<file path="config.mk">
export PLATFORM = sky130hd
export DESIGN_NAME = life_grid_scanner_flat
export DESIGN_NICKNAME = d
export VERILOG_FILES = /design/src/rtl/life_pkg.sv /design/src/rtl/life_grid_scanner_if.sv /design/src/rtl/scan_timer.sv /design/src/rtl/life_grid_scanner.sv /design/src/flat_wrapper.sv
export SDC_FILE = /design/constraint.sdc
export NUM_CORES = 1
export LEC_CHECK = 0
export ABC_AREA = 1
export BUFFER_PORTS_ARGS = -buffer_cell sky130_fd_sc_hd__buf_4
export CORE_MARGIN = 3
export CORE_UTILIZATION = 52
export DETAILED_ROUTE_END_ITERATION = 12
export PLACE_DENSITY = 0.78
export REMOVE_ABC_BUFFERS = 1
export SLEW_MARGIN = 20
export SYNTH_ARGS = -nofsm -noshare
export SYNTH_HDL_FRONTEND = slang
export SYNTH_SLANG_ARGS = --single-unit
export TNS_END_PERCENT = 1
</file>
<file path="constraint.sdc">
create_clock -name clk -period 3.8 [get_ports clk]
set_input_delay 0.57 -clock clk [delete_from_list [all_inputs] [get_ports clk]]
set_output_delay 0.57 -clock clk [all_outputs]
set_load 0.02 [all_outputs]
</file>
<file path="src/rtl/life_pkg.sv">
// Shared types for the Game of Life grid and the LED-matrix scanner FSM.
package life_pkg;

  localparam int unsigned GRID_N = 16;

  typedef logic [GRID_N-1:0] row_t;
  typedef row_t [GRID_N-1:0] grid_t;

  typedef enum logic [1:0] {
    StLatch,
    StBlank,
    StShow
  } scan_state_t;

  function automatic int unsigned max_u(input int unsigned a, input int unsigned b);
    return (a > b) ? a : b;
  endfunction

endpackage

</file>
<file path="src/rtl/life_grid_scanner_if.sv">
// Grid-in / LED-matrix-out bundle for life_grid_scanner.
// SCANNER_PWM_EN adds the brightness input.
interface life_grid_scanner_if;
  import life_pkg::*;

  grid_t      cellStatus;
  logic       freeze;
  row_t       row_sel;
  row_t       col_data;
  logic       frame_done;

`ifdef SCANNER_PWM_EN
  logic [3:0] brightness;

  modport master (
    output cellStatus, freeze, brightness,
    input  row_sel, col_data, frame_done
  );
  modport slave (
    input  cellStatus, freeze, brightness,
    output row_sel, col_data, frame_done
  );
`else
  modport master (
    output cellStatus, freeze,
    input  row_sel, col_data, frame_done
  );
  modport slave (
    input  cellStatus, freeze,
    output row_sel, col_data, frame_done
  );
`endif

endinterface

</file>
<file path="src/rtl/scan_timer.sv">
// Loadable down-counter; tc_o is high while the count sits at zero.
module scan_timer #(
  parameter int unsigned Width = 1
) (
  input  logic             clk_i,
  input  logic             rst_i,
  input  logic             load_i,
  input  logic [Width-1:0] load_val_i,
  output logic             tc_o
);

  logic [Width-1:0] count_q, count_d;

  always_comb begin
    count_d = count_q;
    if (load_i) begin
      count_d = load_val_i;
    end else if (count_q != '0) begin
      count_d = count_q - 1'b1;
    end
  end

  always_ff @(posedge clk_i) begin
    if (rst_i) begin
      count_q <= '0;
    end else begin
      count_q <= count_d;
    end
  end

  assign tc_o = (count_q == '0);

endmodule

</file>
<file path="src/rtl/life_grid_scanner.sv">
// Snapshots the life grid once per frame and row-multiplexes it onto a 16x16 LED matrix.
// Optional SCANNER_PWM_EN gates the columns with a 4-bit brightness duty cycle.
module life_grid_scanner
  import life_pkg::*;
#(
  parameter int unsigned DWELL = 2048,
  parameter int unsigned BLANK = 64
) (
  input logic               clk,
  input logic               reset,
  life_grid_scanner_if.slave bus
);

  localparam int unsigned DwellW = (DWELL > 1) ? $clog2(DWELL) : 1;
  localparam int unsigned BlankW = (BLANK > 0) ? $clog2(BLANK + 1) : 1;
  localparam int unsigned CntW   = max_u(DwellW, BlankW);

  localparam logic [CntW-1:0] DwellLoad = CntW'(DWELL - 1);
  localparam logic [CntW-1:0] BlankLoad = CntW'((BLANK > 0) ? BLANK - 1 : 0);
  // Phase entered after LATCH or after a row: BLANK, or straight to SHOW when BLANK is 0.
  localparam logic [CntW-1:0] GapLoad   = (BLANK > 0) ? BlankLoad : DwellLoad;

  scan_state_t     state_q;
  logic [3:0]      row_q, row_nxt;
  grid_t           snap_q, latch_grid;
  row_t            row_sel_q, col_data_q;
  logic            frame_done_q;
  logic            tmr_load, tmr_tc, show_on;
  logic [CntW-1:0] tmr_val;

  always_comb begin
    row_nxt    = row_q + 4'd1;
    latch_grid = bus.freeze ? snap_q : bus.cellStatus;
    tmr_load   = 1'b0;
    tmr_val    = GapLoad;
    case (state_q)
      StLatch: tmr_load = 1'b1;
      StBlank: begin
        tmr_load = tmr_tc;
        tmr_val  = DwellLoad;
      end
      StShow:  tmr_load = tmr_tc;
      default: tmr_load = 1'b1;
    endcase
  end

`ifdef SCANNER_PWM_EN
  logic [3:0] bright_q, bright_cur, phase_q, phase_d;

  // show_on decides the column gate for the cycle being registered next.
  always_comb begin
    bright_cur = (state_q == StLatch) ? bus.brightness : bright_q;
    phase_d    = (state_q == StShow && !tmr_tc) ? phase_q + 4'd1 : 4'd0;
    show_on    = (phase_d < bright_cur);
  end
`else
  assign show_on = 1'b1;
`endif

  scan_timer #(
    .Width(CntW)
  ) u_timer (
    .clk_i     (clk),
    .rst_i     (reset),
    .load_i    (tmr_load),
    .load_val_i(tmr_val),
    .tc_o      (tmr_tc)
  );

  always_ff @(posedge clk) begin
    if (reset) begin
      state_q      <= StLatch;
      row_q        <= '0;
      snap_q       <= '0;
      row_sel_q    <= '0;
      col_data_q   <= '0;
      frame_done_q <= 1'b0;
`ifdef SCANNER_PWM_EN
      bright_q     <= '0;
      phase_q      <= '0;
`endif
    end else begin
      frame_done_q <= 1'b0;
`ifdef SCANNER_PWM_EN
      phase_q      <= phase_d;
`endif
      case (state_q)
        StLatch: begin
          snap_q <= latch_grid;
          row_q  <= '0;
`ifdef SCANNER_PWM_EN
          bright_q <= bus.brightness;
`endif
          if (BLANK > 0) begin
            state_q    <= StBlank;
            row_sel_q  <= '0;
            col_data_q <= '0;
          end else begin
            state_q    <= StShow;
            row_sel_q  <= row_t'(1);
            col_data_q <= show_on ? latch_grid[0] : '0;
          end
        end
        StBlank: begin
          if (tmr_tc) begin
            state_q    <= StShow;
            row_sel_q  <= row_t'(1) << row_q;
            col_data_q <= show_on ? snap_q[row_q] : '0;
          end
        end
        StShow: begin
          if (tmr_tc) begin
            if (row_q == 4'd15) begin
              state_q      <= StLatch;
              frame_done_q <= 1'b1;
              row_sel_q    <= '0;
              col_data_q   <= '0;
            end else begin
              row_q <= row_nxt;
              if (BLANK > 0) begin
                state_q    <= StBlank;
                row_sel_q  <= '0;
                col_data_q <= '0;
              end else begin
                row_sel_q  <= row_t'(1) << row_nxt;
                col_data_q <= show_on ? snap_q[row_nxt] : '0;
              end
            end
          end else begin
`ifdef SCANNER_PWM_EN
            col_data_q <= show_on ? snap_q[row_q] : '0;
`endif
          end
        end
        default: begin
          state_q    <= StLatch;
          row_sel_q  <= '0;
          col_data_q <= '0;
        end
      endcase
    end
  end

  assign bus.row_sel    = row_sel_q;
  assign bus.col_data   = col_data_q;
  assign bus.frame_done = frame_done_q;

endmodule
</file>
<file path="src/flat_wrapper.sv">
// flat-port wrapper written by rule: the top's interface ports become plain ports
module life_grid_scanner_flat import life_pkg::*;
#(
  parameter int unsigned DWELL = 2048,
  parameter int unsigned BLANK = 64
)
  (clk, reset, bus_cellStatus, bus_freeze, bus_row_sel, bus_col_data, bus_frame_done);
  life_grid_scanner_if bus_i ();
  input logic clk;
  input logic reset;
  input wire logic [$bits(bus_i.cellStatus)-1:0] bus_cellStatus;
  input wire logic [$bits(bus_i.freeze)-1:0] bus_freeze;
  output wire logic [$bits(bus_i.row_sel)-1:0] bus_row_sel;
  output wire logic [$bits(bus_i.col_data)-1:0] bus_col_data;
  output wire logic [$bits(bus_i.frame_done)-1:0] bus_frame_done;
  assign bus_i.cellStatus = bus_cellStatus;
  assign bus_i.freeze = bus_freeze;
  assign bus_row_sel = bus_i.row_sel;
  assign bus_col_data = bus_i.col_data;
  assign bus_frame_done = bus_i.frame_done;
  life_grid_scanner #(.DWELL(DWELL), .BLANK(BLANK)) u_core (.clk(clk), .reset(reset), .bus(bus_i));
endmodule
</file>
[Word level (Yosys, flattened, before mapping)]
Cells that the tools add are included.
Word-level totals
  register bits: 306
  input port bits: 259
  output and inout bits: 33
  logic and storage cells: 64
Cells by class
  $add $sub $neg: 2
  magnitude comparators: 1
  eq/ne operators: 6
  shifts and indexed selects: 1
  multiplexer cells: 19
  bitwise gates (word level): 3
  reductions and logical operators: 10
Operator list (number)
  binary-select mux 16 bit (select 4 bit): 1
  two-way mux 16 bit: 4
  one-hot mux 16 bit (2 select lines): 2
  two-way mux 11 bit: 3
  left shift 1 x 4 -> 16 bit (first input constant): 1
  logical NOT 11 bit: 1
  nonzero test 11 bit: 1
  subtractor 11 x 1 -> 11 bit (second input constant): 1
  two-way mux 4 bit: 2
  one-hot mux 4 bit (2 select lines): 1
  one-hot mux 2 bit (3 select lines): 1
  less-than comparator 4 x 5 -> 1 bit (second input constant): 1
  adder 4 x 1 -> 4 bit (second input constant): 1
  == test 4 bit (second input constant): 1
  two-way mux 2 bit: 2
  inequality test 2 x 1 -> 1 bit (second input constant): 2
  AND reduction 2 bit: 2
  nonzero test 2 bit: 2
  two-way mux 1 bit: 3
  inverter 1 bit: 3
  AND reduction 3 bit: 1
  OR reduction 3 bit: 1
  == test 2 x 1 -> 1 bit (second input constant): 1
  == test 2 bit (second input constant): 1
  other kinds (3): 3

[Logic depth before layout (Yosys ltp)]
Gate-level depths: netlist (run 1).
  depth after elaboration: 4
  gate-level depth with buffers: 13

[Cells and area by module]
A second synthesis (run 1) with hierarchy kept.
Second synthesis, totals
  cell total of the unflattened synthesis: 1989
  area total of the unflattened synthesis: 13694.4 um^2
Modules (own cells, without submodules)
  life_grid_scanner: times used 1, cells each 1872, area each 12954.9 um^2
  scan_timer: times used 1, cells each 117, area each 739.5 um^2

[Worst setup path after synthesis (run 1)]
OpenSTA, ideal clock, no wires.
  path kind: reg2reg
  start: register u_core.state_q[0]
  end: register u_core.snap_q[100] in the netlist's numbering
  setup time: 0.128 ns
  arrival: 1.415 ns
  slack: 2.257 ns
  cell stages (with the launch flop): 9
  path buffers: 2
  clock period less this slack: 1.543 ns
  path through: dfxtp_1 -> inv_1 -> ha_1 -> inv_1 -> nor2_1 -> inv_2 -> clkbuf_1 -> clkbuf_1 -> a21oi_1
Between the ends
  longest elaborated chain between the ends: 2
RTL lines
  start, declared: line life_grid_scanner.sv:23  | scan_state_t state_q;
  start signal, assigned: line life_grid_scanner.sv:72  | state_q <= StLatch;
  start signal, assigned: line life_grid_scanner.sv:95  | state_q <= StBlank;
  start signal, assigned: line life_grid_scanner.sv:99  | state_q <= StShow;
  logical NOT 2 bit: line life_grid_scanner.sv:87  | case (state_q)
  AND reduction 2 bit (no line)
  end signal, assigned: line life_grid_scanner.sv:89  | snap_q <= latch_grid;
  end, declared: line life_grid_scanner.sv:25  | grid_t snap_q, latch_grid;
Every way passes these cells.
A chain may end at the register's enable or synchronous reset.

[Worst setup path after layout (run 1)]
  start: register u_core.state_q[1]
  end: register u_core.snap_q[118] in the netlist's numbering
Same word-level chain as after synthesis.

==> results of run 1 <==
==> per-stage QoR <==
| stage | hold slack (ns) | setup WS [ns] |
|---|---|---|
| final | 0.2970 | 1.331 |
| after global routing | 0.2997 | 1.125 |
| after CTS | 0.2756 | 1.271 |
| after detailed placement | 0.4433 | 1.278 |
| after global placement | 0.4377 | 1.327 |
| after floorplan | 0.4313 | -1.091 |
==> flip-flops by register name, indices dropped and copies added, names as in the netlist <==
signal and flops:
u_core.snap_q 256, u_core.bus.col_data 16, u_core.bus.row_sel 16, u_core.u_timer.count_q 11
u_core.row_q 4, u_core.state_q 2, u_core.bus.frame_done 1
==> report_power, final <==
part | total (W) | internal (W) | leakage, nW | switching (W)
sequential | 0.00363 | 0.00354 | 2.53 | 0.0000914
clock | 0.00316 | 0.00188 | 0.524 | 0.00128
combinational | 0.00126 | 0.000502 | 5.13 | 0.000763
total | 0.00805 | 0.00592 | 8.18 | 0.00213
==> cells in the mapped netlist, drive strengths merged <==
cell	count	area, µm²
nand3	161	818.3
o21bai	1	7.510
a31oi	1	6.260
buf	51	290.3
o21a	1	7.510
ha	12	150.1
xor2	4	35.03
clkbuf	96	360.4
dfxtp	306	6126
inv	301	1130
clkinv	2	7.510
nand3b	1	7.510
nor4	1	6.260
o31ai	1	7.510
a211oi	1	7.510
xnor2	1	8.760
nor2	24	127.6
nand4	2	12.51
nand2	534	2007
a21oi	283	1428
o21ai	262	1311
==> cell families (layout without fill, tap and decap cells) <==
family / count (synthesis) / in the layout / synth area share [%]
buf+inv: 450 / 668 / 12.90
compound gates: 550 / 550 / 20.02
flops: 306 / 306 / 44.19
xor+xnor: 5 / 5 / 0.3159
simple gates: 723 / 723 / 21.49
fa+ha+maj: 12 / 12 / 1.083
==> how the worst min path moves through the flow <==
stage / slack (ns) / cells past startpoint / endpoint / from
after floorplan: 0.43 / 2 / u_core.snap_q[111] / u_core.snap_q[111]
after global placement: 0.44 / 2 / u_core.snap_q[12] / u_core.snap_q[12]
after detailed placement: 0.44 / 2 / u_core.snap_q[29] / u_core.snap_q[29]
after CTS: 0.28 / 3 / u_core.snap_q[23] / bus_cellStatus[23]
after global routing: 0.30 / 3 / u_core.snap_q[82] / bus_cellStatus[82]
final: 0.30 / 3 / u_core.snap_q[96] / bus_cellStatus[96]
==> area by class of cell <==
cell class              count  area share, %
clock buffers              42          5.130
clock inverters            15          1.061
inverters                 303          6.740
multi-input cells        1290          34.79
flip-flops and latches    306          35.87
well taps                 335          2.452
repair buffers            308          13.96
==> metal layers <==
| layer | GRT usage [%] | share of wire [%] | vias to the layer above |
|---|---|---|---|
| met2 | 42.43 | 46 | 428 |
| met3 | 4.403 | 7.5 | 71 |
| met5 | 0 | 0.031 | - |
| met4 | 7.219 | 2.6 | 2 |
| met1 | 34.73 | 44 | 6086 |
| li1 | - | - | 6854 |
==> critical path: stages, from the launching register on <==
cell and delay [ns]:
dfxtp_1 0.42, inv_1 0.09, ha_1 0.21, inv_1 0.08, nor2_1 0.09, inv_8 0.65
buf_4 0.45, o21ai_0 0.20, a21oi_1 0.18
==> run summary, run 1 <==
Most frequent cells in the layout: nand2_1, dfxtp_1, buf_4, inv_1, a21oi_1
Post-CTS Resized: 0
Netlist cell types: 30
First-pass GRT wire length: 60.91 mm
Tightest Hold Check Type: in2reg
Gr usage total: 25.61%
FF-to-FF Start: u_core.state_q[1]
Die height: 169.3 µm
Final Instance Area: 17100 µm²
Die Area: 28650 µm²
Largest net degree at the start of global routing: 188
CTS HTree Levels: 1
Worst EP arrival: 2.95 ns
Multi-input gate area: 5948 µm²
Slew @ Worst Pin: 0.9217 ns
Vias per cell: 5.172
Buffers added on ports: 291
Reg2reg path depth: 8
Ys Warns: 0
Layout net count: 2511
Clock buffer depth: 3
CP Max Fanout: 187
Reg2reg end: u_core.snap_q[118]
Clk root buf: clkbuf_16
CTS tree: done
DRC Markers: 0
Layout Cells excl Fill: 2599
PwrDens: 470.9 nW/µm²
Status: finished, final reports clean
CP Capture Type: flip-flop
Fmax: 0.4050 GHz
Detailed Route Iter0 Violations: 1219
Worst vdd ir: 0.2754 mV
WS Path Type: reg2reg
Share of cells above drive strength 1: 16.74%
Core area: 26130 µm²
Setup crit end: u_core.snap_q[118]
Overall power: 0.008051 W
Unrepaired setup endpoints after global routing: false
P&R area growth vs syn: 23.33%
Worst R2R Setup Slack: 1.33 ns
Core Util, Final: 65.42%
Total gr overflow: 0
Max-Cap Viols: 0
Critical Path RT: 4.28 ns
Leak pwr: 8.180 nW
Num ports: 292
Hold buffer count at cts: 0
Setup Buffers After CTS: 0
Initial antenna violation count: 1
HPWL Detailed: 24.63 mm
CTS Sinks: 306
CTS clk-pin slew, worst paths: 0.06 ns
Area after DPL: 16030 µm²
Final Hold Fails: 0
Vias in the first global route: 12470
Fin crit period: 2.469 ns
Critical Path Start: u_core.state_q[1]
Synth Register Bits: 306
Die W: 169.3 µm
Sequential area share after synthesis: 44.19%
Max_slew headroom: 38.55%
Placed instance count: 2542
Drt total wl: 38.55 mm
Synthesized cell area: 13860 µm²
Row Count: 59
Mean Syn Cell Area: 6.775 µm²
Fill cells: 2341
Syn Inst Count: 2046
Starting density of the core: 53.05%
N_diodes: 0
Startpoint Class: flip-flop
TritonCTS buffer count: 31
Worst skew pair latency: 0.56 ns
Post-route ant nets: 0
RePlAce Congestion: 0.8566
TNS Setup: 0 ns
Final period util: 64.97%
Most common cell after layout, fill and taps aside: nand2_1
DRT Pass-1 Iters: 6
Routed vias: 13440
Final Setup Violations: 0
Drt wl/cell: 14.83 µm
Reg area: 6132 µm²
Fin. max-slew vios: 0
Worst clock skew: 0.01006 ns
No activity file was read; power rests on OpenSTA's default activity.
==> inputs of run 2 (changes only) <==
Settings changed: CORE_UTILIZATION 52 to 50.
Clock period 3.8 ns to 2.15 ns, I/O delays scaled along.
==> run 2 against run 1 <==
Final area increased by 2.9%; register-to-register slack worse by 1.2 ns; die area grew 3.9%; global-route usage decreased by 0.94 points; non-clock buffer count is 16 higher; first-iteration DRC count decreased by 13%; critical path depth is the same; fmax is 24% higher; combinational power grew 80%; final cell count up 2.1%; routed wire length increased by 0.76%; critical endpoint is now u_core.snap_q[73].
==> run summary, run 2 (synthesis gave the netlist of run 1 again) <==
Status: finished, final reports clean (unchanged)
Unrepaired setup endpoints after global routing: false (unchanged)
Final period util: 92.43% (was 64.97%)
Fin. max-slew vios: 0 (unchanged)
Tightest Hold Check Type: in2reg (unchanged)
Row Count: 60 (was 59)
Initial antenna violation count: 1 (unchanged)
DRC Markers: 0 (unchanged)
Core area: 27100 µm² (was 26130 µm²)
DRT Pass-1 Iters: 5 (was 6)
Worst path cell trace: inv_1 -> ha_1 -> inv_1 -> nor2_1 -> inv_8 -> buf_16 -> o21ai_0 -> a21oi_1 (was inv_1 -> ha_1 -> inv_1 -> nor2_1 -> inv_8 -> buf_4 -> o21ai_0 -> a21oi_1)
First-pass GRT wire length: 62.00 mm (was 60.91 mm)
Post-route ant nets: 0 (unchanged)
Clk root buf: clkbuf_16 (unchanged)
Routed vias: 13570 (was 13440)
Fmax: 0.5032 GHz (was 0.4050 GHz)
Final Setup Violations: 0 (unchanged)
Max FFs per register: 256 (unchanged)
Fill cells: 2391 (was 2341)
TritonCTS buffer count: 34 (was 31)
Starting density of the core: 51.15% (was 53.05%)
Top cell by count, worst path: inv_1 (unchanged)
Largest net degree at the start of global routing: 154 (was 188)
Layout Cells excl Fill: 2654 (was 2599)
Hold buffer count at cts: 0 (unchanged)
RePlAce Congestion: 0.8806 (was 0.8566)
Slew @ Worst Pin: 0.5443 ns (was 0.9217 ns)
Detailed Route Iter0 Violations: 1060 (was 1219)
N_diodes: 0 (unchanged)
CP Capture Type: flip-flop (unchanged)
Most frequent cells in the layout: nand2_1, buf_4, dfxtp_1, inv_1, a21oi_1 (was nand2_1, dfxtp_1, buf_4, inv_1, a21oi_1)
Die Area: 29760 µm² (was 28650 µm²)
CTS clk-pin slew, worst paths: 0.06 ns (about the same)
Most common cell after layout, fill and taps aside: nand2_1 (unchanged)
Vias per cell: 5.112 (was 5.172)
CTS HTree Levels: 2 (was 1)
Num ports: 292 (unchanged)
Final Hold Fails: 0 (unchanged)
Worst vdd ir: 0.5624 mV (was 0.2754 mV)
Critical Path RT: 2.52 ns (was 4.28 ns)
Total gr overflow: 0 (unchanged)
Worst skew pair latency: 0.50 ns (was 0.56 ns)
CTS tree: done (unchanged)
Leak pwr: 8.407 nW (was 8.180 nW)
CP Max Fanout: 153 (was 187)
Slowest stage delay, CP: 0.33 ns (was 0.65 ns)
Gr usage total: 24.67% (was 25.61%)
HPWL Detailed: 25.83 mm (was 24.63 mm)
Placed instance count: 2595 (was 2542)
Startpoint Class: flip-flop (unchanged)
Buffers added on ports: 291 (unchanged)
Max_slew headroom: 63.71% (was 38.55%)
Drt total wl: 38.85 mm (was 38.55 mm)
Max-Cap Viols: 0 (unchanged)
WS Path Type: reg2reg (unchanged)
Drt wl/cell: 14.64 µm (was 14.83 µm)
Fin crit period: 1.987 ns (was 2.469 ns)
Share of cells above drive strength 1: 17.48% (was 16.74%)
Final Worst Setup Slack: 0.1628 ns (was 1.331 ns)
Pre-CTS setup slack: 0.1908 ns (was 1.278 ns)
Critical-path cell with the highest stage delay: dfxtp_1 (was inv_8)
Worst EP arrival: 2.35 ns (was 2.95 ns)
Layout net count: 2530 (was 2511)
Core Util, Final: 64.89% (was 65.42%)
Die height: 172.5 µm (was 169.3 µm)
Worst clock skew: 0.01071 ns (was 0.01006 ns)
CTS Sinks: 306 (unchanged)
P&R area growth vs syn: 26.86% (was 23.33%)
Vias in the first global route: 12820 (was 12470)
Clock buffer depth: 3 (unchanged)
Die W: 172.5 µm (was 169.3 µm)
Most flops, register: u_core.snap_q (unchanged)
PwrDens: 841.9 nW/µm² (was 470.9 nW/µm²)
## run 2: cell count changes in the layout (fill, tap and decap cells not counted), moves of 2 or more
| cell | change |
|---|---|
| buf_12 | +14 |
| clkbuf_16 | +6 |
| clkbuf_8 | +5 |
| clkinv_2 | -5 |
| buf_4 | +3 |
| clkbuf_1 | -2 |
## run 2: critical path, delay by kind of cell, from the launching register on
kind	cells	cell delay, ns
compound gates	2	0.36
fa+ha+maj	1	0.18
buf+inv	4	0.62
flops	1	0.33
simple gates	1	0.27
## run 2: path summary, 6_finish.rpt
path / startpoint / to / slack [ns] / depth (start not counted)
worst max-delay path: u_core.state_q[0] / u_core.snap_q[73] / 0.16 / 8
worst min-delay path: bus_cellStatus[192] / u_core.snap_q[192] / 0.1 / 3
worst max register to register: u_core.state_q[0] / u_core.snap_q[73] / 0.16 / 8
worst min register to register: u_core.snap_q[221] / u_core.snap_q[221] / 0.45 / 2
## run 2: report_power, final
part | leakage [nW] | switching, W | internal (W)
clock network | 0.597 | 0.00227 | 0.00385
registers | 2.53 | 0.000164 | 0.00625
logic | 5.28 | 0.00134 | 0.000925
total | 8.41 | 0.00378 | 0.0110
## run 2: stage by stage
step / TNS, ns / area, µm² / power (W) / hold WS [ns]
floorplan: -746.57 / 13210 / 0.007931 / 0.3916
global placement: 0 / 16370 / 0.008684 / 0.4375
detailed placement: 0 / 16370 / 0.008782 / 0.4434
CTS: 0 / 17580 / 0.01491 / 0.08095
global route: 0 / 17590 / 0.01550 / 0.09207
finish: 0 / 17590 / 0.01481 / 0.09809
## run 2: layout make-up
class | count | area, µm² | share of cell area (%)
timing repair buffer | 324 | 2678 | 15.23
clock inverter | 8 | 118.9 | 0.6759
inverter | 303 | 1152 | 6.553
tap | 372 | 465.4 | 2.647
clock buffer | 51 | 1089 | 6.190
multi-input combinational | 1290 | 5948 | 33.82
sequential | 306 | 6135 | 34.88
## run 2: layer usage
layer  wire (µm)  global-route usage, %  vias up
met4        1551                  10.54        2
li1            -                      -     6900
met2       18140                  41.37      459
met3        2844                  5.254      100
met5          13                      0        -
met1       16300                  30.80     6105
## run 2: what timing repair did
action                     4_1_cts  5_1_grt
buffers inserted                 0        0
setup endpoints to repair        0        3
gates resized for setup          0        1
==> inputs of run 3 (changes only) <==
Settings changed: ABC_AREA 1 to unset, CORE_UTILIZATION 50 to 49, PLACE_DENSITY 0.78 to 0.77.
==> run 3 against run 2 <==
Sequential share of layout area increased by 2.1 points; synthesized cell count shrank 30%; core utilization is 0.64 points higher; worst hold slack worse by 0.033 ns; global-route usage fell by 1.1 points; largest power group unchanged; flip-flop and latch count unchanged.
==> run summary, run 3 <==
Fill cells: 2056 (was 2391)
Post-route ant nets: 0 (unchanged)
Max FFs per register: 256 (unchanged)
Mean Syn Cell Area: 8.879 µm² (was 6.775 µm²)
N_diodes: 0 (unchanged)
DRT Pass-1 Iters: 5 (unchanged)
Fmax: 0.5090 GHz (was 0.5032 GHz)
Tightest Hold Check Type: in2reg (unchanged)
Fin crit period: 1.964 ns (was 1.987 ns)
PwrDens: 930.6 nW/µm² (was 841.9 nW/µm²)
TritonCTS buffer count: 34 (unchanged)
Syn Inst Count: 1432 (was 2046)
CTS Sinks: 306 (unchanged)
Synth top area share: 48.18% (was 44.19%)
Detailed Route Iter0 Violations: 839 (was 1060)
Netlist cell types: 50 (was 30)
Slew @ Worst Pin: 0.6608 ns (was 0.5443 ns)
Synthesized cell area: 12710 µm² (was 13860 µm²)
Number of synthesized flops with an enable pin: 0 (unchanged)
Reg2reg path depth: 6 (was 8)
Worst skew pair latency: 0.50 ns (about the same)
Starting density of the core: 50.20% (was 51.15%)
Final Hold Fails: 0 (unchanged)
Drt wl/cell: 16.81 µm (was 14.64 µm)
WS Path Type: reg2reg (unchanged)
Final period util: 91.37% (was 92.43%)
Ys flop type: dfxtp_1 (unchanged)
Drt total wl: 34.24 mm (was 38.85 mm)
Die W: 167.1 µm (was 172.5 µm)
TNS Setup: 0 ns (unchanged)
Startpoint Class: flip-flop (unchanged)
Most common cell after layout, fill and taps aside: nand2_1 (unchanged)
Synth Register Bits: 306 (unchanged)
Gr usage total: 23.56% (was 24.67%)
Clock buffer depth: 3 (unchanged)
Count leader, synth: nand2_1 (unchanged)
Worst clock skew: 0.01289 ns (was 0.01071 ns)
Buffers added on ports: 291 (unchanged)
Routed vias: 10950 (was 13570)
Die Area: 27920 µm² (was 29760 µm²)
Die height: 167.1 µm (was 172.5 µm)
Max-Cap Viols: 0 (unchanged)
Core Util, Final: 65.53% (was 64.89%)
Unrepaired setup endpoints after global routing: false (unchanged)
Vias in the first global route: 10840 (was 12820)
Critical Path RT: 2.51 ns (was 2.52 ns)
Worst vdd ir: 0.6030 mV (was 0.5624 mV)
WHS: 0.06522 ns (was 0.09809 ns)
Slowest stage delay, CP: 0.53 ns (was 0.33 ns)
Row Count: 58 (was 60)
HPWL Detailed: 23.62 mm (was 25.83 mm)
Initial antenna violation count: 0 (was 1)
Most frequent cells in the layout: nand2_1, buf_4, dfxtp_1, a21oi_1, mux4_2 (was nand2_1, buf_4, dfxtp_1, inv_1, a21oi_1)
Core area: 25330 µm² (was 27100 µm²)
Top cells by area, synth: dfxtp_1, nand2_1, mux4_2 (was dfxtp_1, nand2_1, a21oi_1)
Post-synth top area cell: dfxtp_1 (unchanged)
Critical Path Start: u_core.u_timer.count_q[0] (was u_core.state_q[0])
Post-CTS Resized: 0 (unchanged)
CTS clk-pin slew, worst paths: 0.06 ns (about the same)
RePlAce Congestion: 0.8137 (was 0.8806)
Setup crit end: u_core.u_timer.count_q[7] (was u_core.snap_q[73])
Most flops, register: u_core.snap_q (unchanged)
CTS tree: done (unchanged)
Reg2reg end: u_core.u_timer.count_q[7] (was u_core.snap_q[73])
Share of cells above drive strength 1: 28.82% (was 17.48%)
P&R area growth vs syn: 30.54% (was 26.86%)
FF-to-FF Start: u_core.u_timer.count_q[0] (was u_core.state_q[0])
Layout net count: 1953 (was 2530)
Fin. max-slew vios: 0 (unchanged)
Hold Path Depth: 3 (unchanged)
Max_slew headroom: 55.94% (was 63.71%)
DRC Markers: 0 (unchanged)
Vias per cell: 5.377 (was 5.112)
Ys Warns: 0 (unchanged)
Worst EP arrival: 2.33 ns (was 2.35 ns)
Commonest cells in the netlist: nand2_1, dfxtp_1, a21oi_1 (was nand2_1, dfxtp_1, inv_1)
Async set-reset flop share out of synthesis: 0% (unchanged)
CP Max Fanout: 5 (was 153)
Hold buffer count at cts: 0 (unchanged)
Worst R2R Setup Slack: 0.19 ns (was 0.16 ns)
CTS HTree Levels: 2 (unchanged)
Largest net degree at the start of global routing: 151 (was 154)
Status: finished, final reports clean (unchanged)
CP Capture Type: flip-flop (unchanged)
Num ports: 292 (unchanged)
Worst path cell trace: inv_1 -> ha_1 -> or4b_1 -> o31a_1 -> o21ai_1 -> a21oi_1 (was inv_1 -> ha_1 -> inv_1 -> nor2_1 -> inv_8 -> buf_16 -> o21ai_0 -> a21oi_1)
Final Setup Violations: 0 (unchanged)
Clk root buf: clkbuf_16 (unchanged)
Leak pwr: 6.729 nW (was 8.407 nW)
Total gr overflow: 0 (unchanged)
First-pass GRT wire length: 54.59 mm (was 62.00 mm)
Sequential area share after synthesis: 48.18% (was 44.19%)
Critical-path cell with the highest stage delay: or4b_1 (was dfxtp_1)
[run 3: report_power, final]
part / internal [W] / leakage, nW / total, W / switching (W)
clock network: 0.00377 / 0.583 / 0.00604 / 0.00226
logic: 0.00122 / 3.64 / 0.00277 / 0.00156
registers: 0.00628 / 2.51 / 0.00663 / 0.000355
total: 0.0113 / 6.73 / 0.0154 / 0.00418
[run 3: stage by stage]
stage                     std cells  power, W  instance area (µm²)  setup WS (ns)
after global routing           2037   0.01617                16600        0.06083
after global placement         1974  0.009416                15400         0.2804
final                          2037   0.01545                16600         0.1855
after detailed placement       1974  0.009508                15400         0.2266
after floorplan                1318  0.008220                12250         -7.002
after CTS                      2035   0.01555                16580         0.1448
[run 3: worst max-delay path, delay by kind of cell (launching register included)]
kind                       cells  cell delay [ns]
and+or+nand+nor                1             0.53
DFF                            1             0.33
AOI/OAI and AO/OA              3             0.71
adders and majority gates      1             0.17
buffers and inverters          1             0.09
[run 3: worst min path at each step]
| stage | slack, ns | from | to |
|---|---|---|---|
| CTS | 0.05 | bus_cellStatus[122] | u_core.snap_q[122] |
| global placement | 0.44 | u_core.snap_q[247] | u_core.snap_q[247] |
| global route | 0.06 | bus_cellStatus[103] | u_core.snap_q[103] |
| floorplan | 0.39 | reset | u_core.row_q[0] |
| finish | 0.07 | bus_cellStatus[26] | u_core.snap_q[26] |
| detailed placement | 0.45 | u_core.snap_q[219] | u_core.snap_q[219] |
[run 3: per-layer routing]
layer / wire length [µm] / global-route usage (%) / share of wire (%)
met5: 0 / 0 / 0
met1: 14190 / 30.37 / 41
met2: 17170 / 40.88 / 50
met4: 784 / 6.205 / 2.3
met3: 2090 / 4.415 / 6.1
[run 3: final cells by class]
cell class	instances	area [µm²]	area share [%]
inverter	8	30.03	0.1809
sequential	306	6133	36.95
tap	330	412.9	2.488
timing repair buffer	328	2706	16.31
clock inverter	9	122.6	0.7388
multi-input combinational	1004	6128	36.92
clock buffer	52	1064	6.408
[run 3: cell families after synthesis]
| group | Yosys count | synth area share (%) |
|---|---|---|
| muxes | 96 | 14.01 |
| xor gates and xnor gates | 8 | 0.5511 |
| adders and majority gates | 12 | 1.181 |
| and+or+nand+nor | 556 | 17.40 |
| AOI/OAI and AO/OA | 332 | 14.80 |
| buffers and inverters | 122 | 3.877 |
| DFF | 306 | 48.18 |
[run 3: timing repair]
action                     in CTS  in global routing
buffers inserted                0                  2
setup endpoints to repair       0                  1
hold endpoints to repair        0                  0
